<file path="src/rtl/alu_arbiter.sv">
// Two-client round-robin arbiter and sequencer for the shared 8-bit ALU.
// Each request takes IDLE/RESP -> EXEC -> RESP, so back-to-back issue completes one op every 2 cycles.
module alu_arbiter #(
    parameter int NREQ = 2
) (
    input  logic            Clk,
    input  logic            Reset_n,
    input  logic            Start,
    input  logic [NREQ-1:0] Req,
    input  logic [2:0]      Op0,
    input  logic [2:0]      Op1,
    input  logic [1:0]      Fn0,
    input  logic [1:0]      Fn1,
    input  logic [7:0]      A0,
    input  logic [7:0]      A1,
    input  logic [7:0]      B0,
    input  logic [7:0]      B1,
    input  logic [3:0]      Imm0,
    input  logic [3:0]      Imm1,
    input  logic [7:0]      Rd0,
    input  logic [7:0]      Rd1,
    output logic [NREQ-1:0] Gnt,
    output logic [2:0]      Aluop,
    output logic [1:0]      Funct,
    output logic [7:0]      DatA,
    output logic [7:0]      DatB,
    output logic [3:0]      Immed,
    output logic [7:0]      Rdat,
    input  logic [7:0]      AluRslt,
    input  logic            AluJen,
    input  logic            AluDone,
    output logic            RspVld,
    output logic            RspId,
    output logic [7:0]      Rslt,
    output logic            Jen,
    output logic            Halted,
    output logic [7:0]      OpCount,
    output logic            Busy
);

    typedef enum logic [1:0] {
        IDLE = 2'd0,
        EXEC = 2'd1,
        RESP = 2'd2
    } state_t;

    state_t state, state_nxt;
    logic   ptr;
    logic   id;
    logic   win_vld;
    logic   win_id;

    // Arbitration runs in IDLE and RESP only; a halted arbiter ignores Req entirely.
    always_comb begin
        // NOTE: every combinational output gets a default first so no path can infer a latch.
        win_vld = 1'b0;
        win_id  = 1'b0;
        if (!Halted && (state == IDLE || state == RESP)) begin
            case (Req)
                2'b01: begin
                    win_vld = 1'b1;
                    win_id  = 1'b0;
                end
                2'b10: begin
                    win_vld = 1'b1;
                    win_id  = 1'b1;
                end
                2'b11: begin
                    win_vld = 1'b1;
                    win_id  = ptr;
                end
                default: ;
            endcase
        end
    end

    always_comb begin
        state_nxt = state;
        case (state)
            IDLE:    if (win_vld) state_nxt = EXEC;
            EXEC:    state_nxt = RESP;
            RESP:    state_nxt = win_vld ? EXEC : IDLE;
            default: state_nxt = IDLE;
        endcase
        if (Start) state_nxt = IDLE;
    end

    always_ff @(posedge Clk or negedge Reset_n) begin
        // NOTE: sequential state uses non-blocking assignments so every register samples pre-edge values.
        if (!Reset_n) state <= IDLE;
        else          state <= state_nxt;
    end

    always_ff @(posedge Clk or negedge Reset_n) begin
        // NOTE: the operand register is reset too, because the ALU-side outputs must read 0 out of reset.
        if (!Reset_n) begin
            ptr     <= 1'b0;
            id      <= 1'b0;
            Halted  <= 1'b0;
            OpCount <= 8'd0;
            Rslt    <= 8'd0;
            Jen     <= 1'b0;
            Aluop   <= 3'd0;
            Funct   <= 2'd0;
            DatA    <= 8'd0;
            DatB    <= 8'd0;
            Immed   <= 4'd0;
            Rdat    <= 8'd0;
        end else if (Start) begin
            // Abort drops the in-flight op; count, result and operands are deliberately kept.
            ptr    <= 1'b0;
            Halted <= 1'b0;
        end else begin
            if (win_vld) begin
                id    <= win_id;
                ptr   <= ~win_id;
                Aluop <= win_id ? Op1  : Op0;
                Funct <= win_id ? Fn1  : Fn0;
                DatA  <= win_id ? A1   : A0;
                DatB  <= win_id ? B1   : B0;
                Immed <= win_id ? Imm1 : Imm0;
                Rdat  <= win_id ? Rd1  : Rd0;
            end
            if (state == EXEC) begin
                Rslt    <= AluRslt;
                Jen     <= AluJen;
                OpCount <= OpCount + 8'd1;
                if (AluDone) Halted <= 1'b1;
            end
        end
    end

    // Strobes decode only registered state, so Req has no combinational path to them.
    always_comb begin
        Gnt = '0;
        if (state == EXEC) Gnt[id] = 1'b1;
    end

    assign RspVld = (state == RESP);
    assign RspId  = id;
    assign Busy   = (state != IDLE);

endmodule

</file>
<file path="config.mk">
export PLATFORM = sky130hd
export DESIGN_NAME = alu_arbiter
export DESIGN_NICKNAME = d
export VERILOG_FILES = /design/src/rtl/alu_arbiter.sv
export SDC_FILE = /design/constraint.sdc
export NUM_CORES = 1
export LEC_CHECK = 0
export ABC_AREA = 1
export CAP_MARGIN = 15
export CORE_MARGIN = 2
export CORE_UTILIZATION = 43
export CTS_BUF_LIST = sky130_fd_sc_hd__clkbuf_4 sky130_fd_sc_hd__clkbuf_8
export CTS_CLUSTER_DIAMETER = 150
export CTS_CLUSTER_SIZE = 30
export DETAILED_ROUTE_END_ITERATION = 10
export PLACE_DENSITY = 0.85
export SYNTH_ARGS = -nofsm -noshare
export SYNTH_HDL_FRONTEND = slang
export SYNTH_SLANG_ARGS = --single-unit
</file>
<file path="constraint.sdc">
create_clock -name Clk -period 1.6 [get_ports Clk]
set_input_delay 0.32 -clock Clk [delete_from_list [all_inputs] [get_ports Clk]]
set_output_delay 0.32 -clock Clk [all_outputs]
set_load 0.005 [all_outputs]
</file>
==> results of run 1 <==
==> tightest hold or removal path: cells and delay by family, from the launching register on <==
family	cells	cell delay, ns
and+or+nand+nor	2	0.11
DFF	1	0.35
==> layer usage <==
layer | wire length (um) | track usage, %
met1 | 3440 | 29.5
met2 | 4310 | 40.7
met3 | 598 | 3.90
met4 | 318 | 9.66
met5 | 0 | 0
==> layout make-up <==
| class | count | area [um^2] | area share, % |
|---|---|---|---|
| clock buffers | 6 | 82.6 | 1.74 |
| clock inverters | 2 | 35.0 | 0.740 |
| inverters | 78 | 295 | 6.23 |
| multi-input cells | 249 | 1170 | 24.6 |
| flip-flops and latches | 55 | 1380 | 29.1 |
| well taps | 77 | 96.3 | 2.03 |
| repair buffers | 168 | 1680 | 35.5 |
==> path summary, 6_finish.rpt <==
kind	endpoint	slack, ns	depth (start not counted)
worst min register to register	Aluop[0]$_DFFE_PN0P_	0.49	2
worst min-delay path	Aluop[0]$_DFFE_PN0P_	0.49	2
max in group asynchronous	OpCount[3]$_DFFE_PN0P_	0.46	3
worst max register to register	DatB[5]$_DFFE_PN0P_	0.05	7
min in group asynchronous	Rslt[3]$_DFFE_PN0P_	0.51	2
worst max-delay path	Gnt[0]	0.03	4
==> cell usage after synthesis <==
cell	instances
a22o_1	1
buf_2	8
buf_4	3
clkbuf_1	10
dfrtp_1	55
ha_1	1
inv_1	77
inv_2	1
nand2_1	154
nand3_1	39
nand3_2	1
nand4_1	34
nor2_1	9
nor2_4	1
nor2_8	1
o21ai_0	1
o21ai_1	1
o21ai_2	1
or2_2	1
xor2_1	4
==> logic make-up after synthesis <==
family	after synthesis	synth area share, %
flip-flops	55	47.3
adder cells (fa/ha/maj)	1	0.430
AND/OR/NAND/NOR	240	36.7
buffers and inverters	99	13.5
XOR/XNOR	4	1.20
AO/OA/AOI/OAI	4	0.945
==> timing repair <==
action / in CTS / in global routing
setup buffers: 3 / 7
pin swaps: 0 / 1
gates resized for setup: 8 / 13
hold buffers: 1 / 0
endpoints found under the hold margin: 16 / 0
endpoints found under the setup margin: 8 / 41
==> power groups by stage <==
stage               Clock (W)  Combinational, W  Sequential (W)
finish               0.000927           0.00186         0.00195
global route          0.00101           0.00204         0.00199
CTS                  0.000944           0.00175         0.00196
detailed placement          0           0.00174         0.00197
global placement            0           0.00170         0.00197
floorplan                   0          0.000593         0.00198
==> sequential cells by signal (all words and copies together) (netlist names) <==
name	cells
state	2
Immed	4
Funct	2
OpCount	8
Halted	1
ptr	1
Rslt	8
DatA	8
Jen	1
Aluop	3
Rdat	8
DatB	8
RspId	1
==> through the flow <==
stage | instances | instance area [um^2] | hold WS, ns
global placement | 616 | 4500 | 0.278
detailed placement | 616 | 4500 | 0.287
global route | 635 | 4740 | 0.512
CTS | 628 | 4650 | 0.490
finish | 635 | 4740 | 0.488
floorplan | 403 | 2910 | 0.0244
==> flow_metrics.py, run 1 <==
metrics = {
    "run_status": {
        "status": "finished clean",
    },
    "yosys": {
        "netlist.area_leader.share_pct": 47.3,
        "syn_nets": 485,
        "synth_area_um2": 2910,
        "netlist_top_cells_area": "dfrtp_1 47%, nand2_1 20%, inv_1 9.9%",
        "avgSynthCellArea_um2": 7.22,
        "syn_inst": 403,
        "ys_warn_count": 0,
        "yosysTopAreaCell": "dfrtp_1",
        "synth.distinct_cells": 20,
        "ys_seq_area_share_pct": 47.3,
        "synth.ff_latch_count": 55,
    },
    "setup_path": {
        "r2r-start": "state[0]$_DFFE_PN0P_",
        "crit_family": "buffers and inverters",
        "crit_chain": "buf_4 -> nand2_1 -> nor2_1 -> dlygate4sd2_1",
        "critPathMaxStageDelay_ns": 0.41,
        "slowest_stage": "dfrtp_1",
        "cp-end-kind": "output pin",
        "path_class": "reg -> out",
        "worstSetupStartpoint": "state[0]$_DFFE_PN0P_",
        "worstSetupStartpointType": "flop",
        "worstPathArrival_ns": 1.25,
        "cp_max_fo": 3,
        "cp_num_buf_inv": 2,
        "critPathRequiredTime_ns": 1.28,
    },
    "timing": {
        "fmax_mhz": 639,
        "slew_headroom_pct": 70.1,
        "finalSetupTns_ns": 0,
        "final_hold_viol_count": 0,
        "setup_viol": 0,
        "slew_viol_final": 0,
        "fin_crit_ns": 1.57,
        "worst_pin_slew_ns": 0.448,
        "finalCritPeriodShare_pct": 97.8,
        "skew_ns": 0.00995,
        "grt_setup_unrepaired": "yes",
        "setup_ws_ns": 0.0347,
    },
    "power": {
        "finalPower_w": 0.00474,
        "power_frac_seq_pct": 41.2,
        "ir_drop_mv": 0.559,
        "switchingPower_w": 0.00141,
        "clkPwrFrac_pct": 19.6,
        "internal_power_w": 0.00333,
        "swShare_pct": 29.7,
        "leakage_nw": 2.55,
        "powerDensity_nw_per_um2": 1000,
        "p_comb_share_pct": 39.2,
    },
    "final_layout": {
        "area_growth_pct": 62.7,
        "final_common_cell": "nand2_1",
        "fillers": 475,
        "nets": 639,
        "drive_gt1_share_pct": 9.86,
        "final_util_pct": 73.3,
        "antenna_cells": 0,
        "final_cell_mix": "150 x nand2_1, 128 x clkdlybuf4s50_1, 76 x inv_1",
    },
    "floorplanning": {
        "start_util_pct": 45.1,
        "core_area_um2": 6460,
        "chipHeight_um": 86.3,
        "pin_count": 137,
        "die_w_um": 86.3,
        "die_area_um2": 7450,
        "num_rows": 29,
    },
    "drt": {
        "wl_per_cell_um": 13.7,
        "vias": 3151,
        "drt-total-wl_um": 8670,
        "ant_nets": 0,
        "drc_errors": 0,
        "drtPass1Iterations": 4,
        "drt_iter0_markers": 142,
        "via_per_inst": 4.96,
    },
    "clock_network": {
        "cts.sinks": 55,
        "cts-htree-levels": 2,
        "clk_pin_slew_worst_paths_ns": 0.09,
        "clock_latency_ns": 0.30,
        "root_buffer": "clkbuf_8",
        "cts_made_buffers": 5,
        "cts_max_path_buffers": 2,
        "cts_tree": "done",
    },
    "global_routing": {
        "grt_pass1_wl_um": 14000,
        "gr-usage-all-layers_pct": 23.6,
        "grt_pass1_vias": 3092,
        "grt_max_degree": 27,
        "grt-ovfl-total": 0,
        "antenna_found_initial": 0,
    },
    "place": {
        "place_ws_ns": -0.0568,
        "numPortBuffers": 136,
        "dp_hpwl_um": 6470,
        "place_congestion": 0.837,
    },
    "job": {
        "cap_violations": 0,
    },
    "min_path": {
        "hold_class": "reg -> reg",
        "holdCritStartpoint": "Aluop[0]$_DFFE_PN0P_",
    },
}
(Power assumes the default switching activity.)
==> inputs of run 2 (changes only) <==
--- a/config.mk
+++ b/config.mk
@@ -7,13 +7,15 @@
 export LEC_CHECK = 0
 export ABC_AREA = 1
 export CAP_MARGIN = 15
+export CELL_PAD_IN_SITES_DETAIL_PLACEMENT = 2
+export CELL_PAD_IN_SITES_GLOBAL_PLACEMENT = 2
 export CORE_MARGIN = 2
-export CORE_UTILIZATION = 43
+export CORE_UTILIZATION = 22
 export CTS_BUF_LIST = sky130_fd_sc_hd__clkbuf_4 sky130_fd_sc_hd__clkbuf_8
 export CTS_CLUSTER_DIAMETER = 150
 export CTS_CLUSTER_SIZE = 30
 export DETAILED_ROUTE_END_ITERATION = 10
-export PLACE_DENSITY = 0.85
+export PLACE_DENSITY = 0.84
 export SYNTH_ARGS = -nofsm -noshare
 export SYNTH_HDL_FRONTEND = slang
 export SYNTH_SLANG_ARGS = --single-unit
==> run 2 against run 1 <==
- the flow now finishes with violations (hold timing)
- register-to-register slack lost 0.02 ns
- fmax is 0.15% lower
- first-iteration DRC count shrank 46%
- highest routed layer unchanged
- largest power group is now combinational cells
- global-route usage fell by 6.9 points
- die area rose by 90%
- power increased by 1.2%
==> flow_metrics.py, run 2 (synthesis gave the netlist of run 1 again) <==
metrics = {
    "run_status": {
        "status": "complete, but fails checks",
        "violations": "hold timing",
    },
    "global_routing": {
        "grt-ovfl-total": 0,
        "grt_pass1_wl_um": 18800,
        "grt_max_degree": 56,
        "grt_pass1_vias": 3703,
        "antenna_found_initial": 0,
        "gr-usage-all-layers_pct": 16.7,
    },
    "floorplanning": {
        "core_area_um2": 13100,
        "num_rows": 42,
        "pin_count": 137,
        "chipHeight_um": 119,
        "die_area_um2": 14200,
        "start_util_pct": 22.3,
        "die_w_um": 119,
    },
    "timing": {
        "fin_hold_ws_ns": -0.0111,
        "finalCritPeriodShare_pct": 98.0,
        "grt_setup_unrepaired": "yes",
        "slew_viol_final": 0,
        "skew_ns": 0.00603,
        "fin_crit_ns": 1.57,
        "setup_ws_ns": 0.0324,
        "worst_pin_slew_ns": 0.339,
        "fmax_mhz": 638,
        "setup_viol": 0,
        "finalSetupTns_ns": 0,
        "slew_headroom_pct": 77.4,
        "final_hold_viol_count": 4,
    },
    "drt": {
        "ant_nets": 0,
        "drtPass1Iterations": 4,
        "drc_errors": 0,
        "drt-total-wl_um": 11900,
        "vias": 3284,
        "wl_per_cell_um": 16.0,
        "drt_iter0_markers": 77,
        "via_per_inst": 4.43,
    },
    "setup_path": {
        "cp_max_fo": 8,
        "path_class": "reg -> reg",
        "cp-end-kind": "flop",
        "worstPathArrival_ns": 1.78,
        "critPathRequiredTime_ns": 1.82,
        "reg2reg_slack_ns": 0.03,
        "worstSetupStartpointType": "flop",
    },
    "final_layout": {
        "area_growth_pct": 71.8,
        "nets": 648,
        "final_cell_mix": "128 x nand2_1, 122 x clkdlybuf4s50_1, 77 x inv_1",
        "drive_gt1_share_pct": 15.4,
        "final_common_cell": "nand2_1",
        "antenna_cells": 0,
    },
    "job": {
        "cap_violations": 0,
    },
    "place": {
        "place_congestion": 0.786,
        "dp_hpwl_um": 8980,
        "numPortBuffers": 136,
        "place_ws_ns": -0.0628,
    },
    "power": {
        "leakage_nw": 2.67,
        "ir_drop_mv": 0.354,
        "powerDensity_nw_per_um2": 959,
    },
    "clock_network": {
        "cts.sinks": 55,
        "cts_max_path_buffers": 2,
        "cts_made_buffers": 5,
        "clock_latency_ns": 0.31,
        "ctsHoldBuffers": 0,
        "cts_tree": "done",
        "clk_pin_slew_worst_paths_ns": 0.10,
        "cts-htree-levels": 2,
        "root_buffer": "clkbuf_8",
    },
    "min_path": {
        "hold_class": "in -> async",
    },
}
==> run 2: critical path: stages (launching register included) <==
cell	delay, ns
dfrtp_1	0.40
buf_6	0.12
buf_6	0.11
nor2_4	0.16
o21ai_4	0.11
nor2_8	0.20
inv_8	0.07
clkbuf_16	0.18
nand2_2	0.06
nand2_1	0.05
==> run 2: area by class of cell <==
cell class / instances / area (um^2)
clock buffers: 6 / 76.3
fillers: 1490 / 8080
inverters: 78 / 300
multi-input cells: 249 / 1250
flip-flops and latches: 55 / 1380
well taps: 176 / 220
repair buffers: 177 / 1780
==> run 2: metrics by stage <==
step / utilization, % / cell area, um^2 / instances / total power [W] / hold slack [ns]
2_1_floorplan: - / 2910 / 403 / 0.00257 / 0.0244
3_3_place_gp: 35.4 / 4630 / 720 / 0.00374 / 0.349
3_5_place_dp: 35.4 / 4630 / 720 / 0.00385 / 0.357
4_1_cts: 36.2 / 4740 / 732 / 0.00470 / 0.00462
5_1_grt: 38.2 / 5000 / 741 / 0.00512 / 0.0113
6_report: 38.2 / 5000 / 741 / 0.00479 / -0.0111
==> run 2: path summary, 6_finish.rpt <==
kind	depth (start not counted)	end	start
worst max-delay path	9	DatA[3]$_DFFE_PN0P_	state[0]$_DFFE_PN0P_
worst min-delay path	2	Rdat[5]$_DFFE_PN0P_	Reset_n
worst max register to register	9	DatA[3]$_DFFE_PN0P_	state[0]$_DFFE_PN0P_
worst min register to register	2	Rslt[0]$_DFFE_PN0P_	Rslt[0]$_DFFE_PN0P_
max in group asynchronous	2	OpCount[2]$_DFFE_PN0P_	Reset_n
min in group Clk	2	Rslt[0]$_DFFE_PN0P_	Rslt[0]$_DFFE_PN0P_
==> run 2: layer usage <==
layer | wire length [um] | up-vias | GRT usage [%]
li1 | - | 1557 | -
met1 | 4790 | 1621 | 18.9
met2 | 6450 | 96 | 32.4
met3 | 488 | 10 | 2.97
met4 | 124 | 0 | 3.65
met5 | 0 | - | 0
==> run 2: timing repair <==
| action | 4_1_cts | 5_1_grt |
|---|---|---|
| pin swaps | 1 | 10 |
| endpoints found under the setup margin | 10 | 43 |
| gates resized for setup | 17 | 52 |
| hold endpoints to repair | 0 | 0 |
| cloned | 0 | 2 |
| buffers inserted | 6 | 7 |
==> run 2: power by group <==
group	leakage, nW	internal [W]	switching [W]
registers	0.685	0.00172	0.000256
logic	1.95	0.00118	0.000870
clock network	0.0406	0.000311	0.000461
total	2.67	0.00321	0.00159
